[src/rtl/obi_axi_master_if.sv]
// obi_axi_master_if: AXI4 bus with AW/W/B/AR/R channels and master/slave modports.
interface obi_axi_master_if #(
  parameter int ADDR_WIDTH = 32,
  parameter int DATA_WIDTH = 32,
  parameter int ID_WIDTH   = 16,
  parameter int USER_WIDTH = 10
);
  logic [ID_WIDTH-1:0]     aw_id;
  logic [ADDR_WIDTH-1:0]   aw_addr;
  logic [7:0]              aw_len;
  logic [2:0]              aw_size;
  logic [1:0]              aw_burst;
  logic                    aw_lock;
  logic [3:0]              aw_cache;
  logic [2:0]              aw_prot;
  logic [3:0]              aw_qos;
  logic [3:0]              aw_region;
  logic [5:0]              aw_atop;
  logic [USER_WIDTH-1:0]   aw_user;
  logic                    aw_valid;
  logic                    aw_ready;
  logic [DATA_WIDTH-1:0]   w_data;
  logic [DATA_WIDTH/8-1:0] w_strb;
  logic                    w_last;
  logic [USER_WIDTH-1:0]   w_user;
  logic                    w_valid;
  logic                    w_ready;
  logic [ID_WIDTH-1:0]     b_id;
  logic [1:0]              b_resp;
  logic [USER_WIDTH-1:0]   b_user;
  logic                    b_valid;
  logic                    b_ready;
  logic [ID_WIDTH-1:0]     ar_id;
  logic [ADDR_WIDTH-1:0]   ar_addr;
  logic [7:0]              ar_len;
  logic [2:0]              ar_size;
  logic [1:0]              ar_burst;
  logic                    ar_lock;
  logic [3:0]              ar_cache;
  logic [2:0]              ar_prot;
  logic [3:0]              ar_qos;
  logic [3:0]              ar_region;
  logic [USER_WIDTH-1:0]   ar_user;
  logic                    ar_valid;
  logic                    ar_ready;
  logic [ID_WIDTH-1:0]     r_id;
  logic [DATA_WIDTH-1:0]   r_data;
  logic [1:0]              r_resp;
  logic                    r_last;
  logic [USER_WIDTH-1:0]   r_user;
  logic                    r_valid;
  logic                    r_ready;
  modport master (
    output aw_id, aw_addr, aw_len, aw_size, aw_burst, aw_lock, aw_cache, aw_prot,
           aw_qos, aw_region, aw_atop, aw_user, aw_valid,
    input  aw_ready,
    output w_data, w_strb, w_last, w_user, w_valid,
    input  w_ready,
    input  b_id, b_resp, b_user, b_valid,
    output b_ready,
    output ar_id, ar_addr, ar_len, ar_size, ar_burst, ar_lock, ar_cache, ar_prot,
           ar_qos, ar_region, ar_user, ar_valid,
    input  ar_ready,
    input  r_id, r_data, r_resp, r_last, r_user, r_valid,
    output r_ready
  );
  modport slave (
    input  aw_id, aw_addr, aw_len, aw_size, aw_burst, aw_lock, aw_cache, aw_prot,
           aw_qos, aw_region, aw_atop, aw_user, aw_valid,
    output aw_ready,
    input  w_data, w_strb, w_last, w_user, w_valid,
    output w_ready,
    output b_id, b_resp, b_user, b_valid,
    input  b_ready,
    input  ar_id, ar_addr, ar_len, ar_size, ar_burst, ar_lock, ar_cache, ar_prot,
           ar_qos, ar_region, ar_user, ar_valid,
    output ar_ready,
    output r_id, r_data, r_resp, r_last, r_user, r_valid,
    input  r_ready
  );
endinterface

[src/rtl/obi_axi_master.sv]
// obi_axi_master: bridges an OBI request port to single-beat AXI4 transactions, one outstanding.
module obi_axi_master #(
  parameter int AXI_ADDR_WIDTH = 32,
  parameter int AXI_DATA_WIDTH = 32,
  parameter int AXI_ID_WIDTH   = 16,
  parameter int AXI_USER_WIDTH = 10,
  parameter int AXI_ID         = 0,
  parameter bit INSTR_PORT     = 0
) (
  input  logic               clk_i,
  input  logic               rst_ni,
  input  logic               req_i,
  output logic               gnt_o,
  input  logic [31:0]        addr_i,
  input  logic               we_i,
  input  logic [3:0]         be_i,
  input  logic [31:0]        wdata_i,
  output logic               rvalid_o,
  output logic [31:0]        rdata_o,
  output logic               err_o,
  obi_axi_master_if.master   axi
);
  if (AXI_ADDR_WIDTH != 32 || AXI_DATA_WIDTH != 32) begin : g_width_check
    $error("obi_axi_master supports only 32-bit address and data");
  end
  typedef enum logic [2:0] {IDLE, WR, WR_B, RD_A, RD_R} state_t;
  state_t state, state_n;
  logic [31:0] addr_q, wdata_q, rdata_q;
  logic [3:0]  be_q;
  logic        aw_done, w_done, rvalid_q, err_q;
  logic        aw_hs, w_hs, b_hs, r_hs;
  logic        unused_ok;
  assign gnt_o    = req_i & (state == IDLE) & rst_ni;
  assign rvalid_o = rvalid_q;
  assign rdata_o  = rdata_q;
  assign err_o    = err_q;
  assign axi.aw_valid  = (state == WR) & ~aw_done;
  assign axi.w_valid   = (state == WR) & ~w_done;
  assign axi.b_ready   = (state == WR_B);
  assign axi.ar_valid  = (state == RD_A);
  assign axi.r_ready   = (state == RD_R);
  assign aw_hs = axi.aw_valid & axi.aw_ready;
  assign w_hs  = axi.w_valid & axi.w_ready;
  assign b_hs  = axi.b_ready & axi.b_valid;
  assign r_hs  = axi.r_ready & axi.r_valid;
  assign axi.aw_id     = AXI_ID_WIDTH'(AXI_ID);
  assign axi.aw_addr   = addr_q;
  assign axi.aw_len    = '0;
  assign axi.aw_size   = 3'b010;
  assign axi.aw_burst  = 2'b01;
  assign axi.aw_lock   = 1'b0;
  assign axi.aw_cache  = '0;
  assign axi.aw_prot   = '0;
  assign axi.aw_qos    = '0;
  assign axi.aw_region = '0;
  assign axi.aw_atop   = '0;
  assign axi.aw_user   = '0;
  assign axi.w_data    = wdata_q;
  assign axi.w_strb    = be_q;
  assign axi.w_last    = 1'b1;
  assign axi.w_user    = '0;
  assign axi.ar_id     = AXI_ID_WIDTH'(AXI_ID);
  assign axi.ar_addr   = addr_q;
  assign axi.ar_len    = '0;
  assign axi.ar_size   = 3'b010;
  assign axi.ar_burst  = 2'b01;
  assign axi.ar_lock   = 1'b0;
  assign axi.ar_cache  = '0;
  assign axi.ar_prot   = {INSTR_PORT, 2'b00};
  assign axi.ar_qos    = '0;
  assign axi.ar_region = '0;
  assign axi.ar_user   = '0;
  assign unused_ok = ^{axi.b_id, axi.b_user, axi.b_resp[0], axi.r_id, axi.r_last, axi.r_user, axi.r_resp[0]};
  always_comb begin
    state_n = state;
    case (state)
      IDLE:    state_n = gnt_o ? (we_i ? WR : RD_A) : IDLE;
      WR:      state_n = ((aw_done | aw_hs) & (w_done | w_hs)) ? WR_B : WR;
      WR_B:    state_n = b_hs ? IDLE : WR_B;
      RD_A:    state_n = axi.ar_ready ? RD_R : RD_A;
      RD_R:    state_n = r_hs ? IDLE : RD_R;
      default: state_n = IDLE;
    endcase
  end
  always_ff @(posedge clk_i or negedge rst_ni) begin
    if (!rst_ni) begin
      state    <= IDLE;
      addr_q   <= '0;
      be_q     <= '0;
      wdata_q  <= '0;
      rdata_q  <= '0;
      err_q    <= 1'b0;
      rvalid_q <= 1'b0;
      aw_done  <= 1'b0;
      w_done   <= 1'b0;
    end else begin
      state    <= state_n;
      aw_done  <= (state == WR) & (aw_done | aw_hs);
      w_done   <= (state == WR) & (w_done | w_hs);
      rvalid_q <= b_hs | r_hs;
      if (gnt_o) begin
        addr_q  <= addr_i;
        be_q    <= be_i;
        wdata_q <= wdata_i;
      end
      if (b_hs) begin
        rdata_q <= '0;
        err_q   <= axi.b_resp[1];
      end
      if (r_hs) begin
        rdata_q <= axi.r_data;
        err_q   <= axi.r_resp[1];
      end
    end
  end
endmodule

[src/flat_wrapper.sv]
// flat-port wrapper written by rule: the top's interface ports become plain ports
module obi_axi_master_flat 
#(
  parameter int AXI_ADDR_WIDTH = 32,
  parameter int AXI_DATA_WIDTH = 32,
  parameter int AXI_ID_WIDTH   = 16,
  parameter int AXI_USER_WIDTH = 10,
  parameter int AXI_ID         = 0,
  parameter bit INSTR_PORT     = 0
)
  (clk_i, rst_ni, req_i, gnt_o, addr_i, we_i, be_i, wdata_i, rvalid_o, rdata_o, err_o, axi_aw_id, axi_aw_addr, axi_aw_len, axi_aw_size, axi_aw_burst, axi_aw_lock, axi_aw_cache, axi_aw_prot, axi_aw_qos, axi_aw_region, axi_aw_atop, axi_aw_user, axi_aw_valid, axi_aw_ready, axi_w_data, axi_w_strb, axi_w_last, axi_w_user, axi_w_valid, axi_w_ready, axi_b_id, axi_b_resp, axi_b_user, axi_b_valid, axi_b_ready, axi_ar_id, axi_ar_addr, axi_ar_len, axi_ar_size, axi_ar_burst, axi_ar_lock, axi_ar_cache, axi_ar_prot, axi_ar_qos, axi_ar_region, axi_ar_user, axi_ar_valid, axi_ar_ready, axi_r_id, axi_r_data, axi_r_resp, axi_r_last, axi_r_user, axi_r_valid, axi_r_ready);
  obi_axi_master_if #(.ADDR_WIDTH(32), .DATA_WIDTH(32), .ID_WIDTH(16), .USER_WIDTH(10)) axi_i ();
  input  logic clk_i;
  input  logic rst_ni;
  input  logic req_i;
  output logic gnt_o;
  input  logic [31:0] addr_i;
  input  logic we_i;
  input  logic [3:0] be_i;
  input  logic [31:0] wdata_i;
  output logic rvalid_o;
  output logic [31:0] rdata_o;
  output logic err_o;
  output wire logic [$bits(axi_i.aw_id)-1:0] axi_aw_id;
  output wire logic [$bits(axi_i.aw_addr)-1:0] axi_aw_addr;
  output wire logic [$bits(axi_i.aw_len)-1:0] axi_aw_len;
  output wire logic [$bits(axi_i.aw_size)-1:0] axi_aw_size;
  output wire logic [$bits(axi_i.aw_burst)-1:0] axi_aw_burst;
  output wire logic [$bits(axi_i.aw_lock)-1:0] axi_aw_lock;
  output wire logic [$bits(axi_i.aw_cache)-1:0] axi_aw_cache;
  output wire logic [$bits(axi_i.aw_prot)-1:0] axi_aw_prot;
  output wire logic [$bits(axi_i.aw_qos)-1:0] axi_aw_qos;
  output wire logic [$bits(axi_i.aw_region)-1:0] axi_aw_region;
  output wire logic [$bits(axi_i.aw_atop)-1:0] axi_aw_atop;
  output wire logic [$bits(axi_i.aw_user)-1:0] axi_aw_user;
  output wire logic [$bits(axi_i.aw_valid)-1:0] axi_aw_valid;
  input wire logic [$bits(axi_i.aw_ready)-1:0] axi_aw_ready;
  output wire logic [$bits(axi_i.w_data)-1:0] axi_w_data;
  output wire logic [$bits(axi_i.w_strb)-1:0] axi_w_strb;
  output wire logic [$bits(axi_i.w_last)-1:0] axi_w_last;
  output wire logic [$bits(axi_i.w_user)-1:0] axi_w_user;
  output wire logic [$bits(axi_i.w_valid)-1:0] axi_w_valid;
  input wire logic [$bits(axi_i.w_ready)-1:0] axi_w_ready;
  input wire logic [$bits(axi_i.b_id)-1:0] axi_b_id;
  input wire logic [$bits(axi_i.b_resp)-1:0] axi_b_resp;
  input wire logic [$bits(axi_i.b_user)-1:0] axi_b_user;
  input wire logic [$bits(axi_i.b_valid)-1:0] axi_b_valid;
  output wire logic [$bits(axi_i.b_ready)-1:0] axi_b_ready;
  output wire logic [$bits(axi_i.ar_id)-1:0] axi_ar_id;
  output wire logic [$bits(axi_i.ar_addr)-1:0] axi_ar_addr;
  output wire logic [$bits(axi_i.ar_len)-1:0] axi_ar_len;
  output wire logic [$bits(axi_i.ar_size)-1:0] axi_ar_size;
  output wire logic [$bits(axi_i.ar_burst)-1:0] axi_ar_burst;
  output wire logic [$bits(axi_i.ar_lock)-1:0] axi_ar_lock;
  output wire logic [$bits(axi_i.ar_cache)-1:0] axi_ar_cache;
  output wire logic [$bits(axi_i.ar_prot)-1:0] axi_ar_prot;
  output wire logic [$bits(axi_i.ar_qos)-1:0] axi_ar_qos;
  output wire logic [$bits(axi_i.ar_region)-1:0] axi_ar_region;
  output wire logic [$bits(axi_i.ar_user)-1:0] axi_ar_user;
  output wire logic [$bits(axi_i.ar_valid)-1:0] axi_ar_valid;
  input wire logic [$bits(axi_i.ar_ready)-1:0] axi_ar_ready;
  input wire logic [$bits(axi_i.r_id)-1:0] axi_r_id;
  input wire logic [$bits(axi_i.r_data)-1:0] axi_r_data;
  input wire logic [$bits(axi_i.r_resp)-1:0] axi_r_resp;
  input wire logic [$bits(axi_i.r_last)-1:0] axi_r_last;
  input wire logic [$bits(axi_i.r_user)-1:0] axi_r_user;
  input wire logic [$bits(axi_i.r_valid)-1:0] axi_r_valid;
  output wire logic [$bits(axi_i.r_ready)-1:0] axi_r_ready;
  assign axi_aw_id = axi_i.aw_id;
  assign axi_aw_addr = axi_i.aw_addr;
  assign axi_aw_len = axi_i.aw_len;
  assign axi_aw_size = axi_i.aw_size;
  assign axi_aw_burst = axi_i.aw_burst;
  assign axi_aw_lock = axi_i.aw_lock;
  assign axi_aw_cache = axi_i.aw_cache;
  assign axi_aw_prot = axi_i.aw_prot;
  assign axi_aw_qos = axi_i.aw_qos;
  assign axi_aw_region = axi_i.aw_region;
  assign axi_aw_atop = axi_i.aw_atop;
  assign axi_aw_user = axi_i.aw_user;
  assign axi_aw_valid = axi_i.aw_valid;
  assign axi_i.aw_ready = axi_aw_ready;
  assign axi_w_data = axi_i.w_data;
  assign axi_w_strb = axi_i.w_strb;
  assign axi_w_last = axi_i.w_last;
  assign axi_w_user = axi_i.w_user;
  assign axi_w_valid = axi_i.w_valid;
  assign axi_i.w_ready = axi_w_ready;
  assign axi_i.b_id = axi_b_id;
  assign axi_i.b_resp = axi_b_resp;
  assign axi_i.b_user = axi_b_user;
  assign axi_i.b_valid = axi_b_valid;
  assign axi_b_ready = axi_i.b_ready;
  assign axi_ar_id = axi_i.ar_id;
  assign axi_ar_addr = axi_i.ar_addr;
  assign axi_ar_len = axi_i.ar_len;
  assign axi_ar_size = axi_i.ar_size;
  assign axi_ar_burst = axi_i.ar_burst;
  assign axi_ar_lock = axi_i.ar_lock;
  assign axi_ar_cache = axi_i.ar_cache;
  assign axi_ar_prot = axi_i.ar_prot;
  assign axi_ar_qos = axi_i.ar_qos;
  assign axi_ar_region = axi_i.ar_region;
  assign axi_ar_user = axi_i.ar_user;
  assign axi_ar_valid = axi_i.ar_valid;
  assign axi_i.ar_ready = axi_ar_ready;
  assign axi_i.r_id = axi_r_id;
  assign axi_i.r_data = axi_r_data;
  assign axi_i.r_resp = axi_r_resp;
  assign axi_i.r_last = axi_r_last;
  assign axi_i.r_user = axi_r_user;
  assign axi_i.r_valid = axi_r_valid;
  assign axi_r_ready = axi_i.r_ready;
  obi_axi_master #(.AXI_ADDR_WIDTH(AXI_ADDR_WIDTH), .AXI_DATA_WIDTH(AXI_DATA_WIDTH), .AXI_ID_WIDTH(AXI_ID_WIDTH), .AXI_USER_WIDTH(AXI_USER_WIDTH), .AXI_ID(AXI_ID), .INSTR_PORT(INSTR_PORT)) u_core (.clk_i(clk_i), .rst_ni(rst_ni), .req_i(req_i), .gnt_o(gnt_o), .addr_i(addr_i), .we_i(we_i), .be_i(be_i), .wdata_i(wdata_i), .rvalid_o(rvalid_o), .rdata_o(rdata_o), .err_o(err_o), .axi(axi_i));
endmodule
[config.mk]
export PLATFORM = sky130hd
export DESIGN_NAME = obi_axi_master_flat
export DESIGN_NICKNAME = d
export VERILOG_FILES = /design/src/rtl/obi_axi_master_if.sv /design/src/rtl/obi_axi_master.sv /design/src/flat_wrapper.sv
export SDC_FILE = /design/constraint.sdc
export NUM_CORES = 1
export LEC_CHECK = 0
export BUFFER_PORTS_ARGS = -buffer_cell sky130_fd_sc_hd__clkbuf_2
export CAP_MARGIN = 15
export CORE_AREA = 5 5 167 169
export CTS_CLUSTER_SIZE = 20
export DETAILED_ROUTE_END_ITERATION = 6
export DIE_AREA = 0 0 172 174
export PLACE_DENSITY = 0.56
export SYNTH_ARGS = -nofsm -noshare
export SYNTH_HDL_FRONTEND = slang
export SYNTH_SLANG_ARGS = --single-unit
export TNS_END_PERCENT = 100
[constraint.sdc]
create_clock -name clk_i -period 1.8 [get_ports clk_i]
set_input_delay 0.09 -clock clk_i [delete_from_list [all_inputs] [get_ports clk_i]]
set_output_delay 0.09 -clock clk_i [all_outputs]
set_load 0.02 [all_outputs]
# [Yosys cells after proc, flatten, opt, wreduce, memory -nomap -nowiden]
# Index checks and enable logic that the tools add are counted.
# Widths: inputs -> output; s select.
[classes] addsub=0 multipliers=0 n_div=0 order_cmp=0 eq_ne=4 shift=0 n_mux=11 bitwise_logic=16 n_reduce_logical=2
[ops] cell="$mux 32" count=2
[ops] cell="$pmux 3 s5" count=1
[ops] cell="$and 1x1->1" count=11
[ops] cell="$mux 3" count=3
[ops] cell="$eq 3x2->1 const B" count=2
[ops] cell="$mux 2" count=3
[ops] cell="$eq 3x1->1 const B" count=1
[ops] cell="$eq 3x3->1 const B" count=1
[ops] cell="$logic_not 3->1" count=1
[ops] cell="$or 1x1->1" count=3
[ops] cell="$mux 1" count=2
[ops] cell="$not 1->1" count=2
[ops] cell="$reduce_bool 2->1" count=1
[word_totals] regBits=107 latch_bits=0 ram_bits=0 rom_bits=0 out_inout_bits=267 memories=0

# [Logic depth before layout (Yosys ltp)]
# Gate-level depths: netlist of run 1.
[depth] depth_word=7 mapped_depth=6

# [Worst setup path before layout of run 1]
# OpenSTA, ideal clock, no wires.
[synth_timing] path_type="reg2reg" startpoint="register u_core.state[2]" endpoint="register u_core.err_q, in the netlist u_core.err_o" setup_time_ps=125 arrival_ps=1373 required_ps=1675 slack_ps=302 stages_incl_launch_ff=5 n_path_buf=1 cell_sequence="dfrtp_1 clkbuf_1 nor4bb_1 mux2_1 mux2_2"
[synth_between] elab_chain_len=3
[synth_lines] item="from (decl)" line="obi_axi_master.sv:27" source="state_t state, state_n;"
[synth_lines] item="from (signal assigned)" line="obi_axi_master.sv:97" source="state <= state_n;"
[synth_lines] item="$eq 3x3->1 or $eq 3x2->1 (tied branches)" line="obi_axi_master.sv:41, obi_axi_master.sv:39"
[synth_lines] item="$and 1x1->1, on equally long branches" line="obi_axi_master.sv:45, obi_axi_master.sv:44"
[synth_lines] item="$mux 1 or $reduce_bool 2->1 (tied branches)"
[synth_lines] item="to (signal assigned)" line="obi_axi_master.sv:108" source="err_q <= axi.b_resp[1];"
[synth_lines] item="to (signal assigned)" line="obi_axi_master.sv:112" source="err_q <= axi.r_resp[1];"
[synth_lines] item="to (decl)" line="obi_axi_master.sv:30" source="logic aw_done, w_done, rvalid_q, err_q;"
# Several ways; a longest one is shown, not always the timed one.
# A chain may end at the register's enable or synchronous reset.

# [Worst setup path after layout of run 1]
[layout_timing] startpoint="register u_core.state[0]" endpoint="output gnt_o"
[layout_between] elab_chain_len=3
[layout_lines] item="$logic_not 3->1" line="obi_axi_master.sv:33" source="assign gnt_o = req_i & (state == IDLE) & rst_ni;"
[layout_lines] item="$and 1x1->1 (2 in a row)" line="obi_axi_master.sv:33"
[layout_lines] item="to (decl)" line="flat_wrapper.sv:16" source="output logic gnt_o;"
# No other way between the ends.

==> PnR_summary.wiki, run 1 <==
{| class="wikitable"
! Metric !! Value
|-
| Worst slack at placement || 134.3 ps
|-
| Most area-consuming cells after synthesis || sky130_fd_sc_hd__dfrtp_1 (51%), sky130_fd_sc_hd__buf_4 (23%), sky130_fd_sc_hd__mux2_1 (15%)
|-
| Full die area || 29930 um^2
|-
| Latest clock arrival within the worst-skew pair || 350 ps
|-
| Library cells used by synthesis || 26
|-
| Final setup violation count || 0
|-
| Filler-free cell count of the finished design || 1093
|-
| Mux contribution to synthesized area || 15.27%
|-
| Total wire length after detailed routing || 14210 um
|-
| Detailed-placement wirelength estimate || 9655 um
|-
| Post-DR vias/cell || 3.478
|-
| Worst endpoint required time || 1710 ps
|-
| Worst reg2reg path depth || 4
|-
| Number of synthesized flops with an enable pin || 0
|-
| Pwr per Cell Area || 1590 nW/um^2
|-
| Peak supply drop || 0.9396 mV
|-
| CTS tree || built
|-
| Cell with the most instances after synthesis || sky130_fd_sc_hd__buf_4
|-
| Number of fill cells || 2690
|-
| Main combinational cell family by area after synthesis || buffers and inverters
|-
| Clk slew on worst S/H paths || 80 ps
|-
| Share of synthesized cell area in and, or, nand and nor gates || 2.681%
|-
| Slack of the critical path || 136.7 ps
|-
| Number of antenna cells inserted || 0
|-
| Total of buffers placed on input and output ports || 250
|-
| Class of the tightest hold or removal check || input port to register
|-
| Placer congestion estimate || 0.6725
|-
| Category of the most critical setup path || register to output pin
|-
| DRC errors left || 0
|-
| Post-synthesis register bit count || 107
|-
| Count of placed standard cells including taps || 962
|-
| Residual overflow from global routing || 0
|-
| Capturing element type of the critical path || output pin
|-
| Tot GR Track Use || 8.670%
|-
| Arr. time, crit path || 1570 ps
|-
| Minimum hold slack || 39.21 ps
|-
| Synthesized-area fraction occupied by ao, oa, aoi and oai cells || 6.009%
|-
| Hold EP || u_core.state[0]
|-
| Synthesized-area fraction occupied by adder cells || 0%
|-
| Total negative slack || 0 ps
|-
| Worst reg2reg path startpoint || u_core.state[0]
|-
| Die Height || 174 um
|-
| Average cell area after synthesis || 12.53 um^2
|-
| Max clock buf depth || 2
|-
| Antenna-violating nets left || 0
|-
| Worst-margin pin slew || 632.1 ps
|-
| Maximum frequency from static timing analysis || 601.2 MHz
|-
| Horizontal extent of the die || 172 um
|-
| First-pass DRT Iterations || 4
|-
| Count of mapped cells out of synthesis || 417
|-
| Wire length of the first global-routing pass || 20220 um
|-
| H-tree depth reported by CTS || 3
|-
| Maximum number of pins on one net before global-route repair || 109
|-
| Antenna violations before repair || 0
|-
| Post-layout min period || 1663 ps
|-
| Detail-routed net length per standard cell || 13.00 um
|-
| Net count, final || 913
|-
| Slew headroom || 57.86%
|-
| Register area share after synthesis || 51.23%
|-
| Area share of xor/xnor cells in the synthesized design || 0%
|-
| Clock Sinks || 107
|-
| Largest driver fanout on the critical path || 18
|-
| Largest clock skew in the final design || 11.58 ps
|-
| Total core area || 26430 um^2
|-
| Async set or reset register ratio after synthesis || 100.0%
|-
| Fraction of layout instances using a drive strength above 1 || 37.90%
|-
| Share of the synthesized area in the top cell type || 51.23%
|-
| Site Rows || 60
|-
| RSZ-0062 raised after global routing || no
|-
| Reported leakage power || 4.005 nW
|-
| Area overhead of the layout relative to synthesis || 46.42%
|-
| Worst reg-to-reg setup slack || 160 ps
|-
| Pins Over Slew Limit || 0
|-
| Via count of the first global-routing pass || 3846
|-
| Boundary pin count || 433
|-
| Initial core utilization || 19.78%
|-
| Area of the mapped netlist || 5226 um^2
|-
| Slowest cell on the critical path || sky130_fd_sc_hd__dfrtp_2
|-
| Cell taking the most area after synthesis || sky130_fd_sc_hd__dfrtp_1
|-
| Startpoint of the worst setup timing path || u_core.state[0]
|-
| Result of the run || finished clean
|-
| Detailed-route via count || 3802
|-
| Yosys warnings || 0
|-
| Hold violation count in the final report || 0
|-
| Period utilization || 92.41%
|-
| Total power of the final layout || 12.17 mW
|-
| Reg-to-Reg End || u_core.axi.w_data[11]
|-
| Critical Path Start Type || register
|-
| Most common library cells after synthesis || sky130_fd_sc_hd__buf_4 (159), sky130_fd_sc_hd__dfrtp_1 (107), sky130_fd_sc_hd__mux2_1 (69)
|-
| Delay contributed by the slowest stage of the critical path || 480 ps
|-
| Ordered cell list for the critical path || nor2_4, nand4b_4, buf_16, inv_1, clkbuf_2
|-
| 1st-iter DRT viols || 69
|-
| Top FF cell, synth || sky130_fd_sc_hd__dfrtp_1
|-
| Maxcap violations || 0
|-
| Number of cells on the worst hold path || 3
|-
| Hold Crit Start || req_i
|-
| Total CTS buffers || 9
|-
| Root buffer selected by CTS || sky130_fd_sc_hd__clkbuf_16
|}
through the flow:
step	utilization [%]	instance area, um^2
2_1_floorplan	-	5695
3_3_place_gp	23.39	6182
3_5_place_dp	23.39	6182
4_1_cts	28.69	7582
5_1_grt	28.96	7652
6_report	28.96	7652
how the worst max path moves through the flow:
| stage | slack (ps) | cells past startpoint | endpoint |
|---|---|---|---|
| finish | 140 | 5 | gnt_o |
| global route | 40 | 5 | gnt_o |
| CTS | 20 | 5 | gnt_o |
| detailed placement | 130 | 3 | u_core.axi.ar_addr[14] |
| global placement | 160 | 4 | u_core.axi.ar_addr[14] |
| floorplan | 300 | 4 | u_core.err_o |
routing by layer:
layer	GRT usage, %	share of wire [%]	vias to the layer above
met5	0	0	-
met4	2.686	1.5	0
met3	2.888	11	12
met2	15.99	50	227
met1	9.222	37	1786
li1	-	-	1777
sequential cells by signal, summed over array words and instances (netlist names):
register,flops
u_core.aw_done,1
u_core.rvalid_o,1
u_core.rdata_o,32
u_core.axi.ar_addr,32
u_core.w_done,1
u_core.axi.w_data,32
u_core.axi.w_strb,4
u_core.state,3
u_core.err_o,1
cell families (layout without fill, tap and decap cells):
family	after synthesis	count (layout)
DFF	107	107
buffers and inverters	179	389
muxes	71	71
AOI/OAI and AO/OA	37	37
other	2	127
and+or+nand+nor	21	21
report_power, final:
part	switching (mW)	internal (mW)	total, mW
logic	3.63	2.23	5.86
clock network	0.982	0.972	1.95
registers	0.769	3.58	4.35
total	5.39	6.78	12.2
cell type report:
type,instances,area [um^2],area share (%)
repair buffers,370,2510,32.80
multi-input cells,256,1740,22.74
flip-flops and latches,107,2681,35.04
well taps,341,426.7,5.576
clock inverters,6,53.80,0.7031
clock buffers,10,229.0,2.992
inverters,3,11.26,0.1472
worst max-delay path, delay by kind of cell, from the launching register on:
| family | cells | cell delay [ps] |
|---|---|---|
| simple gates | 2 | 320 |
| flops | 1 | 480 |
| buf+inv | 3 | 420 |
cells in the final DEF (no fill, tap or decap), types with 2 or more instances in the layout:
cell                            count
sky130_fd_sc_hd__a22o_1            32
sky130_fd_sc_hd__buf_12             2
sky130_fd_sc_hd__buf_4              9
sky130_fd_sc_hd__clkbuf_16         10
sky130_fd_sc_hd__clkbuf_2         249
sky130_fd_sc_hd__conb_1           127
sky130_fd_sc_hd__dfrtp_1          104
sky130_fd_sc_hd__dfrtp_2            3
sky130_fd_sc_hd__dlygate4sd3_1    107
sky130_fd_sc_hd__inv_1              3
sky130_fd_sc_hd__inv_6              4
sky130_fd_sc_hd__mux2_1            69
sky130_fd_sc_hd__nand2_1            2
sky130_fd_sc_hd__nand3b_1           5
sky130_fd_sc_hd__nor2_1             6
what timing repair did:
action | in CTS | in global routing
setup endpoints to repair | 3 | 1
setup buffers | 0 | 6
gates resized for setup | 5 | 0
endpoints found under the hold margin | 212 | 0
hold buffers | 107 | 0
cloned | 1 | 1
pin swaps | 0 | 2
(Power assumes the default switching activity.)
==> inputs of run 2 (changes only) <==
- clock period: 1.8 -> 1.7 ns (I/O delays scaled with it)
==> run 2 against run 1 <==
The run now ends with negative hold slack left; critical path type is now register to register; design area up 1.2%; worst hold slack got worse by 71 ps; largest cell class unchanged; combinational power rose by 7.2%; sequential cell count is the same; utilization rose by 0.34 points.
==> PnR_summary.wiki, run 2 (synthesized netlist as in run 1, its figures left out) <==
{| class="wikitable"
! Metric !! Value
|-
| RSZ-0062 raised after global routing || yes (was no)
|-
| Total core area || 26430 um^2 (unchanged)
|-
| Relative contribution of sequential cells to total power || 34.8% (was 35.7%)
|-
| Clk slew on worst S/H paths || 80 ps (about the same)
|-
| Tot GR Track Use || 8.911% (was 8.670%)
|-
| Hold violation count in the final report || 1 (was 0)
|-
| Worst reg2reg path startpoint || u_core.state[2] (was u_core.state[0])
|-
| Worst endpoint required time || 1950 ps (was 1710 ps)
|-
| CTS tree || built (unchanged)
|-
| Horizontal extent of the die || 172 um (unchanged)
|-
| Detail-routed net length per standard cell || 13.11 um (was 13.00 um)
|-
| Period utilization || 98.36%
|-
| Layout Utilization || 29.30% (was 28.96%)
|-
| Detailed-placement wirelength estimate || 9914 um (was 9655 um)
|-
| Peak supply drop || 0.9689 mV (was 0.9396 mV)
|-
| Violated checks || negative hold slack
|-
| Pins Over Slew Limit || 0 (unchanged)
|-
| Site Rows || 60 (unchanged)
|-
| Initial core utilization || 19.78% (unchanged)
|-
| First-pass DRT Iterations || 4 (unchanged)
|-
| Reg-to-Reg End || u_core.err_o (was u_core.axi.w_data[11])
|-
| Fraction of layout instances using a drive strength above 1 || 38.65% (was 37.90%)
|-
| Combinational cell fraction of total power || 47.9% (was 48.2%)
|-
| Switching part of the total || 43.74% (was 44.28%)
|-
| Wire length of the first global-routing pass || 20650 um (was 20220 um)
|-
| Residual overflow from global routing || 0 (unchanged)
|-
| Maxcap violations || 0 (unchanged)
|-
| Root buffer selected by CTS || sky130_fd_sc_hd__clkbuf_16 (unchanged)
|-
| Total of buffers placed on input and output ports || 250 (unchanged)
|-
| Category of the most critical setup path || register to register (was register to output pin)
|-
| Most common library cell in the layout ignoring fill and taps || sky130_fd_sc_hd__clkbuf_2 (unchanged)
|-
| Boundary pin count || 433 (unchanged)
|-
| Sequential Area || 2681 um^2 (unchanged)
|-
| Antenna violations before repair || 0 (unchanged)
|-
| Largest clock skew in the final design || 9.509 ps (was 11.58 ps)
|-
| Number of fill cells || 2680 (was 2690)
|-
| Area overhead of the layout relative to synthesis || 48.14% (was 46.42%)
|-
| Slack of the critical path || 27.85 ps (was 136.7 ps)
|-
| Placer congestion estimate || 0.6946 (was 0.6725)
|-
| Full die area || 29930 um^2 (unchanged)
|-
| Count of placed standard cells including taps || 964 (was 962)
|-
| Detailed-route via count || 3810 (was 3802)
|-
| Final setup violation count || 0 (unchanged)
|-
| Hold Crit Start || axi_ar_ready (was req_i)
|-
| Total CTS buffers || 9 (unchanged)
|-
| DRC errors left || 0 (unchanged)
|-
| Arr. time, crit path || 1920 ps (was 1570 ps)
|-
| Slew headroom || 46.97% (was 57.86%)
|-
| Critical Path Start Type || register (unchanged)
|-
| Reported leakage power || 4.042 nW (was 4.005 nW)
|-
| Multi-input logic area || 1755 um^2 (was 1740 um^2)
|-
| Pwr per Cell Area || 1695 nW/um^2 (was 1590 nW/um^2)
|-
| Clock network fraction of design power || 17.3% (was 16.1%)
|-
| Worst-margin pin slew || 795.5 ps (was 632.1 ps)
|-
| Worst slack at placement || 45.08 ps (was 134.3 ps)
|-
| Filler-free cell count of the finished design || 1094 (was 1093)
|-
| Capturing element type of the critical path || register (was output pin)
|-
| Psw || 5.739 mW (was 5.386 mW)
|-
| Total power of the final layout || 13.12 mW (was 12.17 mW)
|-
| Internal portion of total power || 7.381 mW (was 6.779 mW)
|-
| Maximum number of pins on one net before global-route repair || 63 (was 109)
|-
| Largest driver fanout on the critical path || 6 (was 18)
|-
| Top library cells by usage in the layout, fill and taps aside || sky130_fd_sc_hd__clkbuf_2 (246), sky130_fd_sc_hd__conb_1 (127), sky130_fd_sc_hd__dlygate4sd3_1 (106) (was sky130_fd_sc_hd__clkbuf_2 (249), sky130_fd_sc_hd__conb_1 (127), sky130_fd_sc_hd__dlygate4sd3_1 (107))
|-
| Maximum frequency from static timing analysis || 598.0 MHz
|-
| Post-layout min period || 1672 ps
|-
| Number of antenna cells inserted || 0 (unchanged)
|-
| Class of the tightest hold or removal check || input port to register (unchanged)
|-
| Die Height || 174 um (unchanged)
|-
| H-tree depth reported by CTS || 3 (unchanged)
|-
| Worst reg-to-reg setup slack || 30 ps (was 160 ps)
|-
| Post-DR vias/cell || 3.483 (was 3.478)
|-
| Total wire length after detailed routing || 14340 um (was 14210 um)
|-
| Result of the run || complete, but fails checks (was finished clean)
|-
| 1st-iter DRT viols || 63 (was 69)
|-
| Minimum hold slack || -31.78 ps (was 39.21 ps)
|-
| Antenna-violating nets left || 0 (unchanged)
|-
| Hold EP || u_core.state[2] (was u_core.state[0])
|-
| Worst reg2reg path depth || 5 (was 4)
|-
| Net count, final || 914 (was 913)
|-
| Clock Sinks || 107 (unchanged)
|-
| Via count of the first global-routing pass || 3899 (was 3846)
|-
| Max clock buf depth || 2 (unchanged)
|-
| Latest clock arrival within the worst-skew pair || 360 ps (was 350 ps)
|-
| Number of cells on the worst hold path || 3 (unchanged)
|}
run 2: cell types whose count changed in the layout (fill, tap and decap cells not counted), sizes merged:
cell / delta
dlygate4sd3: -1
clkbuf: -4
bufbuf: +1
inv: -1
buf: +4
bufinv: +1
clkinv: +1
run 2: stage by stage:
step / TNS [ps] / cell area [um^2]
after global routing: -86.89 / 7742
final: 0 / 7742
after CTS: -11.39 / 7736
after detailed placement: 0 / 6197
after global placement: 0 / 6197
after floorplan: 0 / 5695
run 2: what timing repair did:
| action | CTS | global route |
|---|---|---|
| hold buffers | 107 | 0 |
| pin swaps | 3 | 1 |
| hold endpoints to repair | 164 | 0 |
| setup buffers | 6 | 0 |
| endpoints found under the setup margin | 3 | 36 |
| resized for setup | 9 | 10 |
| gates cloned | 2 | 0 |
run 2: how the worst max path moves through the flow:
stage                         start                     end  depth (start not counted)
floorplan           u_core.state[2]            u_core.err_o                          4
global placement    u_core.state[1]  u_core.axi.ar_addr[23]                          4
detailed placement  u_core.state[1]  u_core.axi.ar_addr[30]                          4
CTS                 u_core.state[2]             axi_w_valid                          4
global route        u_core.state[2]            u_core.err_o                          5
finish              u_core.state[2]            u_core.err_o                          5
run 2: metal layers:
layer / global-route usage (%) / wire length [um]
met1: 9.227 / 5163
met5: 0 / 0
met2: 16.73 / 7370
met4: 3.112 / 189
met3: 2.729 / 1619
run 2: cell type report:
| cell class | count | area share [%] |
|---|---|---|
| sequential | 107 | 34.63 |
| timing repair buffer | 371 | 32.95 |
| multi-input combinational | 256 | 22.67 |
| tap | 341 | 5.511 |
| clock buffer | 9 | 2.909 |
| clock inverter | 7 | 1.180 |
| inverter | 3 | 0.1454 |
run 2: worst max-delay path, cell delays in order (launching register included):
cell and delay (ps):
sky130_fd_sc_hd__dfrtp_2 420, sky130_fd_sc_hd__buf_4 140, sky130_fd_sc_hd__buf_4 140, sky130_fd_sc_hd__nor4bb_2 270, sky130_fd_sc_hd__mux2_1 340, sky130_fd_sc_hd__mux2_2 250
run 2: power by group through the flow:
stage	Combinational (mW)	Clock (mW)	Sequential, mW
floorplan	2.93	0	6.00
global placement	5.89	0	4.58
detailed placement	5.95	0	4.60
CTS	6.34	2.39	4.56
global route	6.73	2.49	4.73
finish	6.28	2.27	4.57
